<file path="config.mk">
export PLATFORM = sky130hd
export DESIGN_NAME = rr_arbiter8_flat
export DESIGN_NICKNAME = d
export VERILOG_FILES = /design/src/rtl/rr_arbiter8_if.sv /design/src/rtl/rr_arbiter8.sv /design/src/flat_wrapper.sv
export SDC_FILE = /design/constraint.sdc
export NUM_CORES = 1
export LEC_CHECK = 0
export CAP_MARGIN = 20
export CORE_MARGIN = 2
export CORE_UTILIZATION = 50
export DETAILED_ROUTE_END_ITERATION = 16
export DONT_BUFFER_PORTS = 1
export SLEW_MARGIN = 40
export SYNTH_ARGS = -nofsm -noshare
export SYNTH_HDL_FRONTEND = slang
export SYNTH_SLANG_ARGS = --single-unit
</file>
<file path="constraint.sdc">
create_clock -name clk -period 5.3 [get_ports clk]
set_input_delay 1.59 -clock clk [delete_from_list [all_inputs] [get_ports clk]]
set_output_delay 1.59 -clock clk [all_outputs]
set_load 0.01 [all_outputs]
</file>
<file path="src/rtl/rr_arbiter8_if.sv">
// rr_arbiter8_if -- request/grant bundle between eight requesters and the
// round-robin arbiter.
//
// Handshake: a requester raises iReq[i] and keeps it high for as long as it
// wants the slot. The arbiter answers with oValid=1 and a one-hot oGrant
// (index in oGrantId). The holder ends the transfer by pulsing iDone, or by
// dropping its iReq bit. oTimeout pulses for one cycle when the arbiter
// takes the slot back because the hold limit was reached.
//
// Signals:
//   iReq      8  request vector, bit i = requester i
//   iDone     1  holder finished (only meaningful while oValid=1)
//   oGrant    8  one-hot grant, zero when idle
//   oGrantId  3  binary index of the holder, zero when idle
//   oValid    1  grant active
//   oTimeout  1  one-cycle pulse after a timeout-only release
//   dbgState  1  FSM state (0=IDLE, 1=GRANT), for observation only
//   dbgPtr    3  rotating-priority pointer, for observation only
interface rr_arbiter8_if;
  logic [7:0] iReq;
  logic       iDone;
  logic [7:0] oGrant;
  logic [2:0] oGrantId;
  logic       oValid;
  logic       oTimeout;
  logic       dbgState;
  logic [2:0] dbgPtr;

  // Arbiter side.
  modport slave (
    input  iReq, iDone,
    output oGrant, oGrantId, oValid, oTimeout, dbgState, dbgPtr
  );

  // Requester / environment side.
  modport master (
    output iReq, iDone,
    input  oGrant, oGrantId, oValid, oTimeout, dbgState, dbgPtr
  );
endinterface

</file>
<file path="src/rtl/rr_arbiter8.sv">
// rr_arbiter8 -- round-robin arbiter sharing one resource slot among eight
// requesters.
//
// In IDLE the first set bit of iReq, searching upward from ptr and wrapping,
// wins and is granted one edge later. The grant is held until the holder
// pulses iDone, withdraws its request, or has held for MAX_HOLD cycles. On
// release ptr moves to holder+1, so the released requester has the lowest
// priority next time. Every release passes through one IDLE cycle.
//
// Ports:
//   clk  rising-edge clock
//   rst  synchronous active-high reset
//   bus  rr_arbiter8_if.slave (iReq, iDone in; oGrant, oGrantId, oValid,
//        oTimeout, dbgState, dbgPtr out). All outputs are registered.
//
// Parameter:
//   MAX_HOLD  maximum cycles a grant may be held (2..255)
module rr_arbiter8 #(
  parameter int MAX_HOLD = 16
) (
  input  logic               clk,
  input  logic               rst,
  rr_arbiter8_if.slave       bus
);

  typedef enum logic {IDLE = 1'b0, GRANT = 1'b1} stateT;

  stateT      state, stateNext;
  logic [2:0] ptr, ptrNext;
  logic [7:0] cnt, cntNext;
  logic [7:0] grantNext;
  logic [2:0] idNext;
  logic       validNext;
  logic       timeoutNext;

  // Rotating-priority search result.
  logic [2:0] winner;
  logic [2:0] cand;
  logic       found;

  // Release causes while in GRANT.
  logic relDone, relWithdraw, relLimit;

  always_comb begin
    winner = 3'd0;
    cand   = 3'd0;
    found  = 1'b0;
    for (int k = 0; k < 8; k++) begin
      cand = ptr + 3'(k);  // wraps naturally in 3 bits
      if (!found && bus.iReq[cand]) begin
        winner = cand;
        found  = 1'b1;
      end
    end
  end

  assign relDone     = bus.iDone;
  assign relWithdraw = !bus.iReq[bus.oGrantId];
  assign relLimit    = (cnt == 8'(MAX_HOLD));

  always_comb begin
    stateNext   = state;
    ptrNext     = ptr;
    cntNext     = cnt;
    grantNext   = bus.oGrant;
    idNext      = bus.oGrantId;
    validNext   = bus.oValid;
    timeoutNext = 1'b0;
    case (state)
      IDLE: begin
        if (found) begin
          stateNext = GRANT;
          grantNext = 8'd1 << winner;
          idNext    = winner;
          validNext = 1'b1;
          cntNext   = 8'd1;
        end
      end
      GRANT: begin
        if (relDone || relWithdraw || relLimit) begin
          stateNext   = IDLE;
          grantNext   = 8'd0;
          idNext      = 3'd0;
          validNext   = 1'b0;
          cntNext     = 8'd0;
          ptrNext     = bus.oGrantId + 3'd1;
          // A timeout is flagged only when the limit is the sole cause.
          timeoutNext = relLimit && !relDone && !relWithdraw;
        end else begin
          cntNext = cnt + 8'd1;
        end
      end
      default: stateNext = IDLE;
    endcase
  end

  always_ff @(posedge clk) begin
    if (rst) begin
      state        <= IDLE;
      ptr          <= 3'd0;
      cnt          <= 8'd0;
      bus.oGrant   <= 8'd0;
      bus.oGrantId <= 3'd0;
      bus.oValid   <= 1'b0;
      bus.oTimeout <= 1'b0;
    end else begin
      state        <= stateNext;
      ptr          <= ptrNext;
      cnt          <= cntNext;
      bus.oGrant   <= grantNext;
      bus.oGrantId <= idNext;
      bus.oValid   <= validNext;
      bus.oTimeout <= timeoutNext;
    end
  end

  assign bus.dbgState = state;
  assign bus.dbgPtr   = ptr;

endmodule

</file>
<file path="src/flat_wrapper.sv">
// flat-port wrapper written by rule: the top's interface ports become plain ports
module rr_arbiter8_flat 
#(
  parameter int MAX_HOLD = 16
)
  (clk, rst, bus_iReq, bus_iDone, bus_oGrant, bus_oGrantId, bus_oValid, bus_oTimeout, bus_dbgState, bus_dbgPtr);
  rr_arbiter8_if bus_i ();
  input  logic clk;
  input  logic rst;
  input wire logic [$bits(bus_i.iReq)-1:0] bus_iReq;
  input wire logic [$bits(bus_i.iDone)-1:0] bus_iDone;
  output wire logic [$bits(bus_i.oGrant)-1:0] bus_oGrant;
  output wire logic [$bits(bus_i.oGrantId)-1:0] bus_oGrantId;
  output wire logic [$bits(bus_i.oValid)-1:0] bus_oValid;
  output wire logic [$bits(bus_i.oTimeout)-1:0] bus_oTimeout;
  output wire logic [$bits(bus_i.dbgState)-1:0] bus_dbgState;
  output wire logic [$bits(bus_i.dbgPtr)-1:0] bus_dbgPtr;
  assign bus_i.iReq = bus_iReq;
  assign bus_i.iDone = bus_iDone;
  assign bus_oGrant = bus_i.oGrant;
  assign bus_oGrantId = bus_i.oGrantId;
  assign bus_oValid = bus_i.oValid;
  assign bus_oTimeout = bus_i.oTimeout;
  assign bus_dbgState = bus_i.dbgState;
  assign bus_dbgPtr = bus_i.dbgPtr;
  rr_arbiter8 #(.MAX_HOLD(MAX_HOLD)) u_core (.clk(clk), .rst(rst), .bus(bus_i));
endmodule
</file>
# After elaboration in Yosys (flattened, before gate mapping)
# Index checks and enable logic that the tools add are counted.
# Widths: inputs -> output; s select.
# totals
regBits,25
latchBits,0
ramBits,0
romBits,0
inputBits,11
word_cells,103
memories,0
# classes
add_sub_neg,9
mul,0
n_div,0
n_lt_le_gt_ge,9
eq_ne,3
shift,1
n_mux,49
bitwise,2
reduce_logical,23
# ops
cell,count
$lt 3x4->1 const B,9
$mux 8,4
$pmux 8 s2,2
$mux 3,10
$bmux 1 s3,9
$mux 1,21
$add 3x3->3 const B,4
$logic_and 1x1->1,9
$logic_not 1->1,9
$add 8x1->8 const B,1
$eq 8x5->1 const B,1
$shl 1x3->8 const A,1
$add 3x1->3 const B,2
$add 3x2->3 const B,2
$pmux 3 s2,1
$pmux 1 s2,2
$reduce_and 2->1,2
$reduce_or 3->1,1
$logic_or 1x1->1,2
$ne 2x1->1 const B,1
$ne 2x2->1 const B,1
$not 1->1,2

# Logic depth before layout (Yosys ltp)
# logic_depth
ltp_word,27
depth_mapped,14
ltp_nobuf,10

# Least setup slack after synthesis
# Ideal clock, no wire load.
# synth_path
path_kind,input-to-reg
from,in bus_iReq[7]
to,reg u_core.bus.oGrant[2]
setup_ns,0.117
arrival_time_ns,3.398
required_time_ns,5.183
setup_slack_ns,1.785
path_stages,8
path_buffers,0
cell_sequence,mux4_2 > mux2_2 > and3_1 > o221ai_1 > o21ai_1 > a211oi_2 > a31oi_2 > a32o_1
# synth_between
elab_chain_cells,27
word_cells_on_any_way,57
cone_classes,eq/ne (2); shift (1); mux (36); reduce/logical (18)
# synth_lines
element,line_no,source
from (decl),flat_wrapper.sv:10,input wire logic [$bits(bus_i.iReq)-1:0] bus_iReq;
$bmux 1 s3,rr_arbiter8.sv:50,if (!found && bus.iReq[cand]) begin
$mux 1 (not written as such),rr_arbiter8.sv:50,
$mux 1,rr_arbiter8.sv:50,
$logic_not 1->1,rr_arbiter8.sv:50,
$logic_and 1x1->1,rr_arbiter8.sv:50,
$mux 1,rr_arbiter8.sv:50,
$logic_not 1->1,rr_arbiter8.sv:50,
$logic_and 1x1->1,rr_arbiter8.sv:50,
[... 11 more ...],--,
$logic_and 1x1->1,rr_arbiter8.sv:50,
$mux 1,rr_arbiter8.sv:50,
$logic_not 1->1,rr_arbiter8.sv:50,
$logic_and 1x1->1,rr_arbiter8.sv:50,
$mux 3,rr_arbiter8.sv:50,
$shl 1x3->8,rr_arbiter8.sv:73,grantNext = 8'd1 << winner;
$mux 8,rr_arbiter8.sv:71,if (found) begin
$pmux 8 s2,rr_arbiter8.sv:69,case (state)
to (signal assigned),rr_arbiter8.sv:110,bus.oGrant <= grantNext;
to (decl),rr_arbiter8_if.sv:32,"output oGrant, oGrantId, oValid, oTimeout, dbgState, dbgPtr"
# Several ways; a longest one is shown, not always the timed one. The select of a mux whose other input is x is not followed.
# A chain may end at the register's enable or synchronous reset.

# Worst setup path in the final report
# layout_path
from,"reg u_core.ptr[0], in the netlist u_core.bus.dbgPtr[0]"
to,reg u_core.cnt[6]
# layout_between
elab_chain_cells,25
word_cells_on_any_way,46
cone_classes,add/sub (7); eq/ne (1); mux (24); reduce/logical (14)
# layout_lines
element,line_no,source
from (decl),rr_arbiter8.sv:29,"logic [2:0] ptr, ptrNext;"
from (signal assigned),rr_arbiter8.sv:108,ptr <= ptrNext;
branches (longest 23 deep; another with $add 3x1->3),--,
$mux 1 (*),rr_arbiter8.sv:50,
$ne 2x1->1 (no line) (*),--,
to (signal assigned),rr_arbiter8.sv:109,cnt <= cntNext;
to (decl),rr_arbiter8.sv:30,"logic [7:0] cnt, cntNext;"
# Every way passes the cells marked *. The select of a mux whose other input is x is not followed.

==> impl_metrics.json <==
{
  "crit_top_cell": "mux2i_1",
  "grt.total_usage_pct": 21.5,
  "fillers": 363,
  "async_flop_share_pct": 0,
  "synth_area_leaders": "dfxtp_1 (23%), mux4_2 (12%), mux2i_1 (8.9%), nand2_1 (3.9%), a32o_1 (3.3%)",
  "power_frac_comb_pct": 55.9,
  "seq_area_frac_synth_pct": 23.5,
  "startpoint_type": "flip-flop",
  "power.share.sequential_pct": 30.4,
  "dieHeight_um": 69.3,
  "leakage_nw": 0.811,
  "hold_class": "flip-flop to flip-flop",
  "ant_nets": 0,
  "synth_ff_type": "dfxtp_1",
  "vdd_ir_drop_max_mv": 0.247,
  "ctsHoldBuffers": 0,
  "worst_pin_slew_ns": 0.734,
  "grt_pass1_wl_um": 8610,
  "numCtsBuffers": 3,
  "portBuffers": 0,
  "drc": 0,
  "final_util_pct": 53.9,
  "wirelength_um": 5110,
  "avgSynthCellArea_um2": 9.39,
  "period_share_pct": 72.4,
  "clk_pin_slew_ns": 0.09,
  "setup_violations": 0,
  "skew_ns": 0.00485,
  "die_w_um": 69.3,
  "slew_viol_final": 0,
  "cts_tree": "built",
  "finalWeightedCongestion": 0.949,
  "ys_types": 64,
  "vias": 1843,
  "path_buf_inv": 2,
  "grt.overflow.total": 0,
  "timing.critical_path.from": "u_core.bus.dbgPtr[0]$_SDFFE_PP0P_",
  "drt_pass1_iterations": 4,
  "start_util_pct": 52.5,
  "power_frac_clock_pct": 13.7,
  "pin_count": 28,
  "critPathCaptureType": "flip-flop",
  "rr_startpoint": "u_core.bus.dbgPtr[0]$_SDFFE_PP0P_",
  "wl_per_cell_um": 18.7,
  "syn-num-nets": 243,
  "slew_headroom_pct": 51.0,
  "critPathMaxStageDelay_ns": 0.80,
  "power.switching_mw": 0.376,
  "cts_setup_buffers": 0,
  "hold_viol_final": 0,
  "max_freq_mhz": 261,
  "grt_pass1_vias": 1734,
  "cp_max_fo": 21,
  "antenna_found_initial": 0,
  "ys_seq_elements": 25,
  "initialDrtViolationCount": 201,
  "internal_power_mw": 0.480,
  "antennaDiodeCount": 0,
  "yosys.area.top_type": "dfxtp_1",
  "rows": 23,
  "synth_cells": 227,
  "fp.coreArea_um2": 4060,
  "setup_tns_ns": 0,
  "maxCapViolations": 0,
  "synth_top_area_share_pct": 23.5,
  "power.density_nw_per_um2": 391,
  "clockRootBuffer": "clkbuf_8",
  "crit_type": "flip-flop to flip-flop",
  "path_delay_family": "simple AND/OR/NAND/NOR gates",
  "cts_buffer_depth": 2,
  "die_area_um2": 4800,
  "drive_gt1_share_pct": 15.2,
  "status": "complete, no violations",
  "yosys_warnings": 0,
  "cp.required_ns": 5.47,
  "cp_slowest_cell": "ha_1",
  "path_cells": "buf_4 -> inv_2 -> ha_1 -> mux2i_1 -> mux2i_1 -> o221ai_1 -> and3_1 -> nor4b_4 -> nor3_1 -> xor2_1 -> and2_1",
  "synthesis.area_um2": 2130,
  "period_needed_ns": 3.84,
  "clk_latency_ns": 0.27,
  "dp_hpwl_um": 3980,
  "rsz0062_at_grt": "false",
  "swShare_pct": 43.9,
  "clock-sinks": 25,
  "vias_per_cell": 6.75,
  "cts_max_level": 1,
  "synth_edf_count": 0,
  "layout-area-overhead-vs-synth_pct": 2.70,
  "cts_resized": 0,
  "grt_max_degree": 22,
  "min_from": "u_core.cnt[3]$_SDFFE_PP0P_",
  "final_nets": 240,
  "arrival_ns": 4.01
}
cell usage after synthesis, types with 2 or more instances:
| library cell | count |
|---|---|
| nor2_1 | 13 |
| buf_4 | 2 |
| o21a_1 | 2 |
| o21ai_1 | 5 |
| nor3_1 | 3 |
| a21oi_1 | 12 |
| mux2_2 | 3 |
| xnor2_1 | 2 |
| clkbuf_1 | 2 |
| inv_1 | 6 |
| xor2_1 | 3 |
| buf_2 | 2 |
| a21o_1 | 3 |
| a32o_1 | 7 |
| mux2i_1 | 19 |
| nor2b_1 | 4 |
| nand3b_1 | 4 |
| nand2_1 | 22 |
| o21ai_0 | 5 |
| or3_1 | 2 |
| nand3_1 | 6 |
| mux4_2 | 11 |
| nor3_4 | 2 |
| o211ai_1 | 3 |
| o221ai_1 | 4 |
| ha_1 | 5 |
| nand2b_1 | 3 |
| buf_6 | 3 |
| and2_1 | 4 |
| a22o_1 | 2 |
| o22ai_1 | 3 |
| and3_1 | 4 |
| dfxtp_1 | 25 |
cells by family (layout without fill, tap and decap cells):
kind of cell               count (synthesis)  count (layout)  synth area share [%]
adders and majority gates                  5               5                  2.94
buffers and inverters                     18              14                  4.70
xor gates and xnor gates                   6               6                  2.82
AOI/OAI and AO/OA                         65              65                  23.0
muxes                                     34              34                  23.4
and+or+nand+nor                           74              74                  19.7
DFF                                       25              25                  23.5
area by class of cell:
cell class | count | area (um^2) | area share [%]
clock buffer | 3 | 41.3 | 1.89
clock inverter | 1 | 8.76 | 0.400
timing repair buffer | 2 | 15.0 | 0.686
inverter | 8 | 30.0 | 1.37
sequential | 25 | 500 | 22.9
multi-input combinational | 184 | 1530 | 69.9
tap | 50 | 62.6 | 2.86
metal layers:
layer  part of all wire, %  global-route usage [%]
met5                     0                       0
met4                  0.57                    4.14
met3                   7.0                    3.20
met2                    49                    35.3
met1                    44                    30.3
cells in the final DEF, fill, tap and decap left out, types with 4 or more instances in the layout:
cell type  netlist  final
o221ai_1         4      4
mux4_2          11     11
ha_1             5      5
nand3_1          6      6
inv_1            6      6
dfxtp_1         25     25
o21ai_0          5      5
and2_1           4      4
a32o_1           7      7
and3_1           4      4
o21ai_1          5      5
mux2i_1         19     19
nor2b_1          4      4
nand3b_1         4      4
nand2_1         22     22
nor2_1          13     13
a21oi_1         12     12
power groups by stage:
| stage | combinational [mW] | sequential, mW | clock (mW) |
|---|---|---|---|
| 2_1_floorplan | 0.406 | 0.252 | 0 |
| 3_3_place_gp | 0.464 | 0.265 | 0 |
| 3_5_place_dp | 0.470 | 0.266 | 0 |
| 4_1_cts | 0.472 | 0.261 | 0.122 |
| 5_1_grt | 0.523 | 0.265 | 0.130 |
| 6_report | 0.478 | 0.261 | 0.117 |
worst min-delay path, stage by stage, from the launching register on:
cell and delay (ns):
dfxtp_1 0.34, nand2_1 0.06, a21oi_1 0.05
sequential cells by signal, summed over array words and instances (netlist names):
signal and count:
u_core.bus.oGrant 8, u_core.cnt 8, u_core.bus.dbgPtr 3, u_core.bus.oGrantId 3, u_core.bus.dbgState 1, u_core.bus.oTimeout 1, u_core.bus.oValid 1
final timing paths:
check | depth (start not counted) | slack, ns | end
worst max-delay path | 11 | 1.46 | u_core.cnt[6]$_SDFFE_PP0P_
worst min-delay path | 2 | 0.49 | u_core.cnt[3]$_SDFFE_PP0P_
worst max register to register | 11 | 1.46 | u_core.cnt[6]$_SDFFE_PP0P_
worst min register to register | 2 | 0.49 | u_core.cnt[3]$_SDFFE_PP0P_
through the flow:
step                      power (mW)  worst slack [ns]  cells  instance area, um^2  hold slack, ns
after global placement         0.729              1.52    269                 2140           0.469
after detailed placement       0.735              1.51    269                 2140           0.486
after CTS                      0.855              1.47    273                 2190           0.498
final                          0.856              1.46    273                 2190           0.493
after global routing           0.917              1.12    273                 2190           0.525
after floorplan                0.657              1.78    227                 2130           0.458
Note: power is estimated with default switching activity, not from simulation.
